`config.mk`:
```
export PLATFORM = sky130hd
export DESIGN_NAME = btn_debounce
export DESIGN_NICKNAME = d
export VERILOG_FILES = /design/src/rtl/btn_debounce_pkg.sv /design/src/rtl/btn_debounce_ch.sv /design/src/rtl/btn_debounce.sv
export SDC_FILE = /design/constraint.sdc
export NUM_CORES = 1
export LEC_CHECK = 0
export ABC_AREA = 1
export CORE_UTILIZATION = 25
export DETAILED_ROUTE_END_ITERATION = 10
export PLACE_DENSITY_LB_ADDON = 0.1
export SYNTH_ARGS = -nofsm -noshare
export SYNTH_HDL_FRONTEND = slang
export SYNTH_SLANG_ARGS = --single-unit
```
`constraint.sdc`:
```
create_clock -name CLK -period 2.2 [get_ports CLK]
set_input_delay 0.44 -clock CLK [delete_from_list [all_inputs] [get_ports CLK]]
set_output_delay 0.44 -clock CLK [all_outputs]
set_load 0.01 [all_outputs]
```
`src/rtl/btn_debounce_pkg.sv`:
```
// Purpose : shared definitions for the two-channel push-button conditioner.
// Latency : n/a (types and constants only).
// Backpr. : n/a.
// Contents: per-channel FSM state encoding and default 20 MHz timing constants.
package btn_debounce_pkg;

    // Per-channel button state. Any state other than REL means the
    // debounced level is 1.
    typedef enum logic [1:0] {
        REL      = 2'd0,   // released, debounced level 0
        HOLD_DLY = 2'd1,   // pressed, waiting for first auto-repeat
        HOLD_RPT = 2'd2    // pressed, auto-repeating
    } btn_state_e;

    // Default timing at the 20 MHz board clock.
    localparam int unsigned DB_CYC_20M  = 200000;  // 10 ms debounce window
    localparam int unsigned RPT_DLY_20M = 200000;  // 10 ms to first repeat
    localparam int unsigned RPT_PER_20M = 100000;  // 5 ms repeat period
    localparam int unsigned CNT_W_20M   = 18;      // holds all of the above

endpackage

```
`src/rtl/btn_debounce_ch.sv`:
```
// Purpose : one button channel: 2-FF synchronizer, debounce counter,
//           press/hold FSM with auto-repeat, registered one-cycle strobe.
// Latency : level changes DB_CYC+1 edges after the raw input is first
//           sampled stable; strobe coincides with the rising level.
// Backpr. : none; strobes are fire-and-forget single-cycle pulses.
// Ports   : i_clk, i_rst_n (async active-low), i_raw (bouncy, pressed=1),
//           o_level (debounced level), o_stb (press / repeat strobe).
module btn_debounce_ch
    import btn_debounce_pkg::*;
#(
    parameter int unsigned DB_CYC  = DB_CYC_20M,
    parameter int unsigned CNT_W   = CNT_W_20M,
    parameter int unsigned RPT_EN  = 1,
    parameter int unsigned RPT_DLY = RPT_DLY_20M,
    parameter int unsigned RPT_PER = RPT_PER_20M
) (
    input  logic i_clk,
    input  logic i_rst_n,
    input  logic i_raw,
    output logic o_level,
    output logic o_stb
);

    localparam logic [CNT_W-1:0] DB_LAST  = CNT_W'(DB_CYC - 1);
    localparam logic [CNT_W-1:0] DLY_LAST = CNT_W'(RPT_DLY - 1);
    localparam logic [CNT_W-1:0] PER_LAST = CNT_W'(RPT_PER - 1);
    localparam logic [CNT_W-1:0] CNT_ONE  = CNT_W'(1);
    localparam bit               RPT_ON   = (RPT_EN != 0);

    // ------------------------------------------------------------------
    // Synchronizer: only r_s2 is used downstream.
    // ------------------------------------------------------------------
    logic r_s1;
    logic r_s2;

    always_ff @(posedge i_clk or negedge i_rst_n) begin
        if (!i_rst_n) begin
            r_s1 <= 1'b0;
            r_s2 <= 1'b0;
        end else begin
            r_s1 <= i_raw;
            r_s2 <= r_s1;
        end
    end

    // ------------------------------------------------------------------
    // Debounce: count consecutive samples that disagree with the current
    // level; a single agreeing sample restarts the count.
    // ------------------------------------------------------------------
    logic [CNT_W-1:0] r_dcnt;
    logic             r_level;
    logic             w_diff;
    logic             w_accept;
    logic             w_press;
    logic             w_release;

    assign w_diff    = (r_s2 != r_level);
    assign w_accept  = w_diff && (r_dcnt == DB_LAST);
    assign w_press   = w_accept &&  r_s2;
    assign w_release = w_accept && !r_s2;

    always_ff @(posedge i_clk or negedge i_rst_n) begin
        if (!i_rst_n) begin
            r_dcnt  <= '0;
            r_level <= 1'b0;
        end else begin
            if (!w_diff || w_accept) begin
                r_dcnt <= '0;
            end else begin
                r_dcnt <= r_dcnt + CNT_ONE;
            end
            if (w_accept) begin
                r_level <= r_s2;
            end
        end
    end

    // ------------------------------------------------------------------
    // Press / hold FSM
    // ------------------------------------------------------------------
    btn_state_e       r_state;
    btn_state_e       w_state_nxt;
    logic [CNT_W-1:0] r_rcnt;
    logic             r_stb;
    logic             w_stb_nxt;
    logic             w_rcnt_clr;
    logic             w_rcnt_inc;
    logic             w_dly_done;
    logic             w_per_done;

    // With auto-repeat disabled the first-repeat compare never fires and
    // rcnt is held at zero, so the channel parks in HOLD_DLY.
    assign w_dly_done = RPT_ON && (r_rcnt == DLY_LAST);
    assign w_per_done = (r_rcnt == PER_LAST);

    // State register
    always_ff @(posedge i_clk or negedge i_rst_n) begin
        if (!i_rst_n) begin
            r_state <= REL;
        end else begin
            r_state <= w_state_nxt;
        end
    end

    // Next-state logic. A release accepted on the same edge as a repeat
    // wins: the button is up, so no strobe.
    always_comb begin
        w_state_nxt = r_state;
        case (r_state)
            REL: begin
                if (w_press) begin
                    w_state_nxt = HOLD_DLY;
                end
            end
            HOLD_DLY: begin
                if (w_release) begin
                    w_state_nxt = REL;
                end else if (w_dly_done) begin
                    w_state_nxt = HOLD_RPT;
                end
            end
            HOLD_RPT: begin
                if (w_release) begin
                    w_state_nxt = REL;
                end
            end
            default: begin
                w_state_nxt = REL;
            end
        endcase
    end

    // Output / counter-control logic
    always_comb begin
        w_stb_nxt  = 1'b0;
        w_rcnt_clr = 1'b0;
        w_rcnt_inc = 1'b0;
        case (r_state)
            REL: begin
                w_rcnt_clr = 1'b1;
                w_stb_nxt  = w_press;
            end
            HOLD_DLY: begin
                if (w_release) begin
                    w_rcnt_clr = 1'b1;
                end else if (w_dly_done) begin
                    w_stb_nxt  = 1'b1;
                    w_rcnt_clr = 1'b1;
                end else begin
                    w_rcnt_inc = RPT_ON;
                end
            end
            HOLD_RPT: begin
                if (w_release) begin
                    w_rcnt_clr = 1'b1;
                end else if (w_per_done) begin
                    w_stb_nxt  = 1'b1;
                    w_rcnt_clr = 1'b1;
                end else begin
                    w_rcnt_inc = 1'b1;
                end
            end
            default: begin
                w_rcnt_clr = 1'b1;
            end
        endcase
    end

    // Repeat counter and registered strobe
    always_ff @(posedge i_clk or negedge i_rst_n) begin
        if (!i_rst_n) begin
            r_rcnt <= '0;
            r_stb  <= 1'b0;
        end else begin
            if (w_rcnt_clr) begin
                r_rcnt <= '0;
            end else if (w_rcnt_inc) begin
                r_rcnt <= r_rcnt + CNT_ONE;
            end
            r_stb <= w_stb_nxt;
        end
    end

    assign o_level = r_level;
    assign o_stb   = r_stb;

endmodule

```
`src/rtl/btn_debounce.sv`:
```
// Purpose : two-channel (UP/DN) push-button conditioner feeding the PLL
//           control stage with debounced levels plus press/repeat strobes.
// Latency : DB_CYC+1 edges from first stable raw sample to level change;
//           strobe coincides with the rising level.
// Backpr. : none; channels are independent and never arbitrated.
// Ports   : CLK, RSTX (async active-low), BTN_UP_RAW/BTN_DN_RAW (bouncy),
//           BTN_UP/BTN_DN (debounced levels), UP_STB/DN_STB (strobes).
module btn_debounce
    import btn_debounce_pkg::*;
#(
    parameter int unsigned DB_CYC  = DB_CYC_20M,
    parameter int unsigned CNT_W   = CNT_W_20M,
    parameter int unsigned RPT_EN  = 1,
    parameter int unsigned RPT_DLY = RPT_DLY_20M,
    parameter int unsigned RPT_PER = RPT_PER_20M
) (
    input  logic CLK,
    input  logic RSTX,
    input  logic BTN_UP_RAW,
    input  logic BTN_DN_RAW,
    output logic BTN_UP,
    output logic BTN_DN,
    output logic UP_STB,
    output logic DN_STB
);

    btn_debounce_ch #(
        .DB_CYC  (DB_CYC),
        .CNT_W   (CNT_W),
        .RPT_EN  (RPT_EN),
        .RPT_DLY (RPT_DLY),
        .RPT_PER (RPT_PER)
    ) u_ch_up (
        .i_clk   (CLK),
        .i_rst_n (RSTX),
        .i_raw   (BTN_UP_RAW),
        .o_level (BTN_UP),
        .o_stb   (UP_STB)
    );

    btn_debounce_ch #(
        .DB_CYC  (DB_CYC),
        .CNT_W   (CNT_W),
        .RPT_EN  (RPT_EN),
        .RPT_DLY (RPT_DLY),
        .RPT_PER (RPT_PER)
    ) u_ch_dn (
        .i_clk   (CLK),
        .i_rst_n (RSTX),
        .i_raw   (BTN_DN_RAW),
        .o_level (BTN_DN),
        .o_stb   (DN_STB)
    );

endmodule

```
* Word-level counts from Yosys, hierarchy flattened
Index checks and enable logic that the tools add are counted.
** Word-level totals
- Bits in registers :: 84
- Bits in latches :: 0
- RAM bits :: 0
- ROM bits :: 0
- Output and inout port bits :: 4
- Logic and storage cells :: 96
- Memories :: 0
** Cells by class
- Add/subtract/negate cells :: 4
- $mul :: 0
- Divide/modulo/power cells :: 0
- Magnitude comparators :: 0
- Eq/ne operators :: 18
- Shifts and indexed selects :: 0
- Muxes and demuxes :: 42
- Bitwise gates (word level) :: 0
- Reductions and logical operators :: 18
** Operators with widths (number)
- 18-bit 2-to-1 mux :: 6
- 18-bit by 1-bit adder with 18-bit output (second input constant) :: 4
- 18-bit == test (second input constant) :: 4
- 18-bit by 17-bit == test with 1-bit output (second input constant) :: 2
- 1-bit 2-to-1 mux :: 20
- 2-bit 2-to-1 mux :: 8
- 2-bit one-hot mux with 3 select lines :: 2
- 2-bit by 1-bit != test with 1-bit output (second input constant) :: 4
- 1-bit one-hot mux with 2 select lines :: 4
- 1-bit logical AND :: 6
- 3-bit by 1-bit != test with 1-bit output (second input constant) :: 2
- 1-bit one-hot mux with 3 select lines :: 2
- 3-bit AND reduction :: 2
- 2-bit by 1-bit == test with 1-bit output (second input constant) :: 2
- 2-bit == test (second input constant) :: 2
- 1-bit logical NOT :: 4
- 2-bit logical NOT :: 2
- 2-bit nonzero test :: 2
- 1-bit logical OR :: 2
- 1-bit != test :: 2

* Logic depth before layout (Yosys ltp)
Gate-level depths: netlist of run 1.
- Word-level depth :: 7
- Gate-level depth with buffers :: 12
- Mapped depth without buffers :: 12

* Hierarchy
Synthesis of run 1 repeated with hierarchy kept, for this count alone.
** Unflattened totals
- Cells, all modules :: 726
- Area, all modules :: 5391.4 um^2
** Modules (own cells, without submodules)
- btn_debounce_ch at u_ch_up :: instances 1, cells an instance 373, area an instance 2737.6 um^2
- btn_debounce_ch at u_ch_dn :: instances 1, cells an instance 353, area an instance 2653.8 um^2

* Worst setup path after synthesis of run 1
No wires, ideal clock.
- Kind :: register to register
- Start point :: register u_ch_dn.r_rcnt[0]
- End point :: register u_ch_dn.r_rcnt[11]
- Arrival :: 1.647 ns
- Required time :: 2.082 ns
- Path slack :: 0.435 ns
- Stages on the path, launching flop included :: 13
- Path buffers :: 1
- Cell sequence :: dfrtp_1 > ha_1 > nand2_1 > inv_2 > nand2_1 > nor2_4 > nand3b_1 > nand3_2 > nand2_4 > clkinv_4 > buf_6 > nand3_1 > nand2_1
** Between the ends
- Word-level cells in the longest chain between the ends :: 5
** RTL lines
- start, declared :: line btn_debounce_ch.sv:83 : logic [CNT_W-1:0] r_rcnt;
- start signal, assigned :: line btn_debounce_ch.sv:178 : r_rcnt <= r_rcnt + CNT_ONE;
- branches (longest 5 deep; another with 18-bit by 1-bit adder with 18-bit output)
Parallel ways; which one is timed is not known. The select of a mux whose other input is x is not followed.
A chain may end at the register's enable or synchronous reset.

* Worst setup path in the final report of run 1
- Start point :: register u_ch_dn.r_rcnt[0]
- End point :: register u_ch_dn.r_rcnt[3]
The elaborated chain is that of the path after synthesis.

==> results of run 1 <==
==> final cells by class <==
cell class              instances  area, um2  area share (%)
clock buffers                   9      225.2           3.702
clock inverters                 7      97.59           1.604
inverters                      80      312.8           5.142
multi-input cells             529       2831           46.54
flip-flops and latches         84       2102           34.55
well taps                     275      344.1           5.656
repair buffers                 17      170.2           2.797
==> kinds of logic (layout without fill, tap and decap cells) <==
kind of cell	Yosys count	after routing	share of synthesized area [%]
and+or+nand+nor	455	456	40.95
buffers and inverters	97	113	7.730
DFF	84	84	39.47
adders and majority gates	12	12	2.819
AOI/OAI and AO/OA	16	16	1.621
xor gates and xnor gates	45	45	7.401
==> through the flow <==
step | std cells | setup TNS, ns
after floorplan | 709 | 0
after global placement | 982 | 0
after detailed placement | 982 | 0
after CTS | 999 | 0
after global routing | 1001 | -0.005188
final | 1001 | 0
==> synthesized netlist by cell type (all sizes together), types with 9 or more instances <==
| library cell | n |
|---|---|
| nand4 | 25 |
| nor2 | 98 |
| xor2 | 37 |
| inv | 77 |
| nand3 | 96 |
| o21ai | 9 |
| ha | 12 |
| nand3b | 24 |
| dfrtp | 84 |
| nand2 | 163 |
| nor3 | 33 |
| buf | 15 |
==> registers in the layout, summed over array words and instances, names as in the netlist <==
| register | count |
|---|---|
| u_ch_dn.r_s2 | 1 |
| u_ch_up.o_stb | 1 |
| u_ch_dn.r_s1 | 1 |
| u_ch_up.r_s1 | 1 |
| u_ch_dn.r_dcnt | 18 |
| u_ch_up.r_s2 | 1 |
| u_ch_up.r_state | 2 |
| u_ch_up.r_dcnt | 18 |
| u_ch_dn.r_rcnt | 18 |
| u_ch_up.r_rcnt | 18 |
| u_ch_up.o_level | 1 |
| u_ch_dn.o_stb | 1 |
| u_ch_dn.o_level | 1 |
| u_ch_dn.r_state | 2 |
==> power by group through the flow <==
stage               clock (mW)  combinational, mW  sequential [mW]
finish                    1.70             0.0762             1.57
global route              1.82             0.0891             1.57
CTS                       1.77             0.0811             1.57
detailed placement           0             0.0793             1.60
global placement             0             0.0780             1.60
floorplan                    0             0.0253             1.59
==> worst max-delay path, stage by stage, from the launching register on <==
cell	delay (ns)
dfrtp_1	0.44
ha_1	0.20
nand2_1	0.10
inv_2	0.07
nand2_1	0.13
nor2_4	0.18
nand3b_1	0.15
nand3_2	0.18
nand2_8	0.11
buf_4	0.19
nand3b_1	0.09
nand2_1	0.06
==> worst min-delay path by stage <==
stage	endpoint	slack (ns)	cells past startpoint
2_1_floorplan	u_ch_dn.o_level	0.14	0
3_3_place_gp	u_ch_up.r_s2	0.35	0
3_5_place_dp	u_ch_up.r_s2	0.34	0
4_1_cts	u_ch_up.r_s2	0.36	0
5_1_grt	u_ch_up.r_s2	0.36	0
6_report	u_ch_up.r_s2	0.35	0
==> per-layer routing <==
layer	GRT usage, %	wire [um]	vias to the layer above
li1	-	-	2324
met1	15.68	5993	2111
met2	21.08	6139	68
met3	3.210	398	14
met4	3.196	136	0
met5	0	0	-
==> what timing repair did <==
| item | in CTS | in global routing |
|---|---|---|
| gates resized for setup | 0 | 3 |
| setup buffers | 0 | 1 |
| hold endpoints to repair | 13 | 0 |
| setup endpoints to repair | 0 | 26 |
| hold buffers | 1 | 0 |
==> impl_metrics.yaml, run 1 <==
clock_tree:
  cts_inserted_buffers: 9
  cts_tree: "yes"
  tritoncts_num_sinks: 84
  ctsHtreeMaxLevel: 3
  clock_latency_ns: 0.35
  clk_root_buffer_cell: "clkbuf_16"
  cts_max_path_buffers: 2
  clk_pin_slew_worst_paths_ns: 0.07
yosys:
  async_reset_ff_share_pct: 100.0
  synth_seq_cells: 84
  synth_area_per_cell_um2: 7.511
  synthDistinctLibCells: 36
  postSynthCellCount: 709
  syn-num-nets: 725
  synth_sequential_area_ratio_pct: 39.47
  synth-edff-count: 0
  ys.flop_type: "dfrtp_1"
  synthesis.yosys.warnings: 0
  yosysTopAreaCellShare_pct: 39.47
  post_synth_main_area_contributors: "dfrtp_1 (39%), nand2_1 (11%), nand3_1 (8.6%)"
  post_synth_instance_area_um2: 5325
  synthDominantAreaCellType: "dfrtp_1"
timing:
  max_slew_margin_pct: 48.76
  worst_clock_skew_ns: 0.01530
  worst_slew_pin_slew_ns: 0.7685
  fin_worst_hold_slack_ns: 0.3542
  timing_max_transition_violations_final: 0
  timing_hold_violations_final: 0
  max_freq_ghz: 0.4942
  finalCriticalPeriod_ns: 2.024
  postLayoutSetupSlackWorst_ns: 0.1764
  setup_viol: 0
  min_period_over_period_pct: 91.98
global_routing:
  grtUsageTotal_pct: 12.45
  grt_first_pass_wirelength_um: 21770
  grt_max_degree: 37
  number_of_antenna_violations_at_the_first_check_in_global_routing: 0
  grt-ovfl-total: 0
  via_count_of_the_first_global_routing_pass: 4470
cells_and_area:
  fillers: 2305
  util_after_layout_pct: 29.03
  mostFrequentLayoutCell: "nand2_1"
  layout.cell_area.non_filler_um2: 6083
  final_layout_size_suffix_gt1_share_pct: 7.713
  syn2layout_area_growth_pct: 14.24
  final_net_count: 737
  num_antenna_cells: 0
  most_frequent_cells_in_the_layout: "nand2_1 (160), nand3_1 (91), nor2_1 (90)"
die:
  core_um2: 20960
  standard_cell_row_count: 53
  ioPinCount: 8
  initial_utilization_pct: 25.41
  floorplan.die.height_um: 147.9
  floorplan.die_area_um2: 21890
  die_w_um: 147.9
pwr:
  netSwitchingPower_mw: 0.7596
  combinational_power_share_pct: 2.3
  cellLeakagePower_nw: 2.629
  design_power_total_mw: 3.340
  ir_worst_vdd_uv: 313.5
  internal-power_mw: 2.580
  p_per_area_nw_per_um2: 549.0
  switching_power_share_of_the_total_pct: 22.75
  clkPwrFrac_pct: 50.8
  seq_power_share_pct: 46.9
place:
  io_buffer_count: 7
  dp_worst_setup_slack_ns: 0.1464
  detailedPlacementHpwl_um: 9153
  gpl.final_weighted_congestion: 0.8178
  placement_stage_cell_area_um2: 5720
detailed_routing:
  routed_wl_um: 12670
  drt.antenna.violating_nets: 0
  dr.first_iter.drc_count: 222
  vias_after_detailed_routing: 4517
  via_per_inst: 4.512
  post_drt_wl_per_cell_um: 12.65
  drt_drc_violations_left: 0
  detailedRoute.firstPassIterationCount: 5
status:
  run_status: "finished, final reports clean"
worst_setup_path:
  regToRegSetupSlack_ns: 0.18
  critical_path_arrival_ns: 2.27
  critical_path.reg2reg.startpoint: "u_ch_dn.r_rcnt[0]"
  startpoint_class_of_the_critical_path: "flip-flop"
  crit_fanout: 12
  critical_path_capture_point_type: "flip-flop"
  crit_end: "u_ch_dn.r_rcnt[3]"
  worstSetupStartpoint: "u_ch_dn.r_rcnt[0]"
  critical_path.reg2reg.endpoint: "u_ch_dn.r_rcnt[3]"
  worst-setup-path-type: "reg -> reg"
  crit_required_ns: 2.44
  ff2ff_path_depth: 11
run:
  number_of_violations_of_the_max_capacitance_limit: 0
hold_path:
  timing.hold.worst.class: "reg -> reg"
  hold_path.startpoint: "u_ch_up.r_s1"
Note: power is estimated with default switching activity, not from simulation.
==> run 2: changes to the inputs <==
CAP_MARGIN = 10   (was not set)
CORE_UTILIZATION = 63   (was 25)
==> run 2 against run 1 <==
Non-clock buffer count shrank 4; worst setup slack improved by 0.033 ns; utilization up 41 points; sequential power is essentially flat; via count grew 0.29%; maximum frequency is 1.6% higher; die area shrank 60%; total power is 18% lower; largest cell class unchanged; largest power group is now sequential cells.
==> impl_metrics.yaml, run 2 (synthesis gave the netlist of run 1 again) <==
status:
  run_status: "finished, final reports clean"
pwr:
  ir_worst_vdd_uv: 302.8
  seq_power_share_pct: 57.4
  netSwitchingPower_mw: 0.6636
  design_power_total_mw: 2.727
  combinational_power_share_pct: 2.6
  cellLeakagePower_nw: 2.562
  switching_power_share_of_the_total_pct: 24.34
  internal-power_mw: 2.063
  p_per_area_nw_per_um2: 475.6
  clkPwrFrac_pct: 40.0
clock_tree:
  clk_root_buffer_cell: "clkbuf_8"
  ctsHtreeMaxLevel: 3
  clock_latency_ns: 0.36
  clk_pin_slew_worst_paths_ns: 0.09
  cts_max_path_buffers: 2
  tritoncts_num_sinks: 84
  cts_tree: "yes"
  cts_inserted_buffers: 9
cells_and_area:
  mostFrequentLayoutCell: "nand2_1"
  sequential_cell_area_in_the_final_layout_um2: 2102
  total_area_of_multi_input_combinational_cells_um2: 2831
  final_net_count: 733
  fillers: 655
  num_antenna_cells: 0
  final_layout_size_suffix_gt1_share_pct: 7.202
  layout.cell_area.non_filler_um2: 5734
  most_frequent_cells_in_the_layout: "nand2_1 (160), nand3_1 (91), nor2_1 (90)"
  syn2layout_area_growth_pct: 7.683
  util_after_layout_pct: 69.79
detailed_routing:
  dr.first_iter.drc_count: 216
  drt.antenna.violating_nets: 0
  drt_drc_violations_left: 0
  via_per_inst: 5.478
  routed_wl_um: 10760
  vias_after_detailed_routing: 4530
  post_drt_wl_per_cell_um: 13.02
  detailedRoute.firstPassIterationCount: 5
worst_setup_path:
  crit_fanout: 18
  worst-setup-path-type: "reg -> reg"
  crit_top_cell: "nand2_1"
  ff2ff_path_depth: 11
  critical_path_arrival_ns: 2.24
  startpoint_class_of_the_critical_path: "flip-flop"
  regToRegSetupSlack_ns: 0.21
  critical_path_capture_point_type: "flip-flop"
  critical_path.reg2reg.startpoint: "u_ch_dn.r_rcnt[0]"
  critPathMaxStageDelay_ns: 0.46
  critical_path.reg2reg.endpoint: "u_ch_dn.r_rcnt[0]"
  crit_required_ns: 2.45
  timing.critical_path.cells: "ha_1 > nand2_1 > inv_2 > nand2_1 > nor2_4 > nand3b_1 > nand3_2 > nand2_8 > clkinv_4 > nand3_1 > nand2_1"
  slowest_cell_on_the_critical_path: "dfrtp_1"
hold_path:
  worst_hold_path.num_cells: 0
  timing.hold.worst.class: "reg -> reg"
  hold-path-endpoint: "u_ch_up.r_s2"
  hold_path.startpoint: "u_ch_up.r_s1"
global_routing:
  via_count_of_the_first_global_routing_pass: 4238
  grt_max_degree: 57
  grt_first_pass_wirelength_um: 18530
  grtUsageTotal_pct: 26.46
  number_of_antenna_violations_at_the_first_check_in_global_routing: 0
  grt-ovfl-total: 0
die:
  initial_utilization_pct: 64.81
  standard_cell_row_count: 33
  ioPinCount: 8
  floorplan.die.height_um: 93.94
  die_w_um: 93.94
  floorplan.die_area_um2: 8824
  core_um2: 8217
timing:
  timing_max_transition_violations_final: 0
  max_freq_ghz: 0.5023
  setup_viol: 0
  max_slew_margin_pct: 51.73
  finalSetupTns_ns: 0
  rsz0062_at_grt: "no"
  min_period_over_period_pct: 90.50
  timing_hold_violations_final: 0
  worst_clock_skew_ns: 0.01398
  worst_slew_pin_slew_ns: 0.7239
  fin_worst_hold_slack_ns: 0.3631
  finalCriticalPeriod_ns: 1.991
place:
  placement_stage_cell_area_um2: 5470
  gpl.final_weighted_congestion: 0.9048
  io_buffer_count: 7
  detailedPlacementHpwl_um: 7598
run:
  number_of_violations_of_the_max_capacitance_limit: 0
run 2: cell count changes in the layout (fill, tap and decap cells not counted):
cell,change
buf_4,-6
clkbuf_8,+11
clkinv_4,+2
buf_12,+2
clkbuf_16,-9
bufinv_16,-2
clkinvlp_4,-2
run 2: what timing repair did:
| action | 4_1_cts | 5_1_grt |
|---|---|---|
| endpoints found under the setup margin | 0 | 35 |
| hold endpoints to repair | 21 | 0 |
| hold buffers | 1 | 0 |
| buffers inserted | 0 | 2 |
| gates resized for setup | 0 | 2 |
run 2: per-stage QoR:
| stage | std cells | worst slack [ns] |
|---|---|---|
| floorplan | 709 | 0.4354 |
| global placement | 807 | 0.1727 |
| detailed placement | 807 | 0.1281 |
| CTS | 824 | 0.1181 |
| global route | 827 | 0.02157 |
| finish | 827 | 0.2090 |
run 2: worst max path at each step:
stage          slack, ns  depth (start not counted)               from            endpoint
4_1_cts             0.12                         11  u_ch_dn.r_rcnt[0]   u_ch_dn.r_rcnt[1]
3_5_place_dp        0.13                         11  u_ch_dn.r_rcnt[0]   u_ch_dn.r_rcnt[1]
3_3_place_gp        0.17                         11  u_ch_dn.r_rcnt[0]   u_ch_dn.r_rcnt[1]
2_1_floorplan       0.44                         12  u_ch_dn.r_rcnt[0]  u_ch_dn.r_rcnt[11]
6_report            0.21                         11  u_ch_dn.r_rcnt[0]   u_ch_dn.r_rcnt[0]
5_1_grt             0.02                          9  u_ch_up.r_rcnt[0]  u_ch_up.r_rcnt[15]
run 2: area by class of cell:
type                    count  area share, %
well taps                 105          2.291
repair buffers             13          2.880
flip-flops and latches     84          36.66
clock buffers              11          2.640
inverters                  80          5.411
multi-input cells         529          49.38
clock inverters             5         0.7419
run 2: worst max-delay path, delay by kind of cell (launching register included):
| kind | cells | cell delay [ns] |
|---|---|---|
| flops | 1 | 0.46 |
| buf+inv | 2 | 0.18 |
| simple gates | 8 | 0.99 |
| fa+ha+maj | 1 | 0.25 |
run 2: layer usage:
metal	global-route usage, %	vias to the layer above	part of all wire [%]
met5	0	-	0
met4	8.718	0	1.2
met3	4.773	14	3.4
met2	45.50	82	49
met1	33.54	2119	47
li1	-	2315	-
run 2: power by group through the flow:
stage                     Combinational [mW]  Sequential, mW  Clock [mW]
final                                 0.0707            1.57        1.09
after global routing                  0.0852            1.57        1.18
after global placement                0.0705            1.60           0
after floorplan                       0.0253            1.59           0
after CTS                             0.0738            1.57        1.12
after detailed placement              0.0725            1.60           0
==> run 3: changes to the inputs <==
CTS_CLUSTER_DIAMETER = 200   (was not set)
SETUP_SLACK_MARGIN = 0.15   (was not set)
clock period = 1.9 ns   (was 2.2 ns; I/O delays follow)
==> run 3 against run 2 <==
Largest power group unchanged; highest routed layer unchanged; die area unchanged; first-iteration DRC count up 87%; final cell count up 7.0%; wire length up 29%.
==> impl_metrics.yaml, run 3 (synthesis gave the netlist of run 1 again) <==
cells_and_area:
  final_net_count: 791
  post_layout_nonfiller_instances: 885
  mostFrequentLayoutCell: "nand2_1"
  final_layout_size_suffix_gt1_share_pct: 21.67
  num_antenna_cells: 0
  syn2layout_area_growth_pct: 25.02
  most_frequent_cells_in_the_layout: "nand2_1 (150), nor2_1 (83), dfrtp_1 (80)"
  util_after_layout_pct: 81.03
status:
  run_status: "finished, final reports clean"
worst_setup_path:
  critical_path.reg2reg.endpoint: "u_ch_up.r_rcnt[6]"
  crit_fanout: 7
  regToRegSetupSlack_ns: 0.11
  worst-setup-path-type: "reg -> reg"
  startpoint_class_of_the_critical_path: "flip-flop"
  worstSetupStartpoint: "u_ch_up.r_rcnt[0]"
  critical_path.reg2reg.startpoint: "u_ch_up.r_rcnt[0]"
  critical_path_arrival_ns: 2.10
  crit_end: "u_ch_up.r_rcnt[6]"
  critical_path_capture_point_type: "flip-flop"
  ff2ff_path_depth: 9
  crit_required_ns: 2.21
timing:
  finalSetupTns_ns: 0
  timing_hold_violations_final: 0
  max_freq_ghz: 0.5591
  finalCriticalPeriod_ns: 1.789
  max_slew_margin_pct: 48.83
  postLayoutSetupSlackWorst_ns: 0.1114
  worst_slew_pin_slew_ns: 0.7675
  min_period_over_period_pct: 94.14
  rsz0062_at_grt: "yes"
  fin_worst_hold_slack_ns: 0.3623
  worst_clock_skew_ns: 0.01928
  timing_max_transition_violations_final: 0
  setup_viol: 0
detailed_routing:
  drt.antenna.violating_nets: 0
  vias_after_detailed_routing: 5234
  routed_wl_um: 13870
  drt_drc_violations_left: 0
  post_drt_wl_per_cell_um: 15.67
  dr.first_iter.drc_count: 404
  detailedRoute.firstPassIterationCount: 5
  via_per_inst: 5.914
die:
  floorplan.die_area_um2: 8824
  ioPinCount: 8
  core_um2: 8217
  die_w_um: 93.94
  floorplan.die.height_um: 93.94
  initial_utilization_pct: 64.81
  standard_cell_row_count: 33
pwr:
  cellLeakagePower_nw: 2.971
  p_per_area_nw_per_um2: 486.2
  ir_worst_vdd_uv: 390.3
place:
  detailedPlacementHpwl_um: 8029
  io_buffer_count: 7
  placed_cells_incl_taps: 828
  dp_worst_setup_slack_ns: -0.1278
  gpl.final_weighted_congestion: 0.9875
clock_tree:
  ctsHtreeMaxLevel: 3
  cts_max_path_buffers: 2
  cts_inserted_buffers: 9
  clk_root_buffer_cell: "clkbuf_8"
  tritoncts_num_sinks: 84
  cts_tree: "yes"
  clock_latency_ns: 0.38
  clk_pin_slew_worst_paths_ns: 0.11
global_routing:
  via_count_of_the_first_global_routing_pass: 4703
  grt-ovfl-total: 0
  number_of_antenna_violations_at_the_first_check_in_global_routing: 0
  grt_max_degree: 37
  grt_first_pass_wirelength_um: 20820
  grtUsageTotal_pct: 29.84
hold_path:
  worst_hold_path.num_cells: 0
  timing.hold.worst.class: "reg -> reg"
run:
  number_of_violations_of_the_max_capacitance_limit: 0
==> run 3: changes by cell type in the layout (fill, tap and decap cells not counted), moves of 5 or more <==
cell	previous run	this run
nor2_4	5	15
inv_1	72	66
nand2_2	1	10
buf_4	2	43
nand3_2	5	17
nor2_1	90	83
buf_6	0	6
inv_2	5	11
ha_1	12	7
nand3_4	0	9
nand2_1	160	150
nand3_1	91	70
==> run 3: through the flow <==
| step | total power [mW] | cell area (um2) |
|---|---|---|
| after floorplan | 1.875 | 5328 |
| after global placement | 1.939 | 5630 |
| after detailed placement | 1.943 | 5630 |
| after CTS | 3.249 | 6176 |
| after global routing | 3.349 | 6658 |
| final | 3.237 | 6658 |
==> run 3: cell type report <==
| class | instances | area [um2] |
|---|---|---|
| inverter | 80 | 325.3 |
| fill | 501 | 1559 |
| timing repair buffer | 66 | 665.6 |
| clock buffer | 9 | 123.9 |
| sequential | 84 | 2107 |
| tap | 105 | 131.4 |
| clock inverter | 7 | 73.82 |
| timing repair inverter | 2 | 25.02 |
| multi-input combinational | 532 | 3206 |
==> run 3: critical path, stage by stage, from the launching register on <==
cell and delay [ns]:
dfrtp_1 0.36, ha_2 0.21, nand2_2 0.10, nor3_4 0.28, nand3_2 0.18, nand3_4 0.21, nand2_8 0.14, inv_6 0.10
nand3_1 0.06, nand2_1 0.07
==> run 3: routing by layer <==
layer | track usage [%] | up-vias | wire length [um]
met5 | 0 | - | 0
met4 | 13.33 | 0 | 599
met3 | 6.230 | 81 | 1005
met2 | 49.27 | 263 | 6712
met1 | 37.54 | 2439 | 5547
li1 | - | 2451 | -
==> run 3: how the worst min path moves through the flow <==
stage	start	end	slack, ns
finish	u_ch_dn.r_s1	u_ch_dn.r_s2	0.36
global route	u_ch_dn.r_s1	u_ch_dn.r_s2	0.38
CTS	u_ch_dn.r_s1	u_ch_dn.r_s2	0.37
detailed placement	u_ch_dn.r_s1	u_ch_dn.r_s2	0.34
global placement	u_ch_dn.r_s1	u_ch_dn.r_s2	0.33
floorplan	RSTX	u_ch_dn.o_level	0.08
==> run 3: power by group <==
group          total, mW  internal (mW)  switching, mW
Combinational      0.113         0.0418         0.0709
Clock               1.31          0.521          0.788
Sequential          1.81           1.80         0.0139
Total               3.24           2.36          0.873
==> run 3: what timing repair did <==
action / in CTS / in global routing
hold buffers: 1 / 0
resized for setup: 23 / 79
pin swaps: 13 / 54
setup endpoints to repair: 38 / 58
cloned: 5 / 3
hold endpoints to repair: 34 / 0
setup buffers: 16 / 16
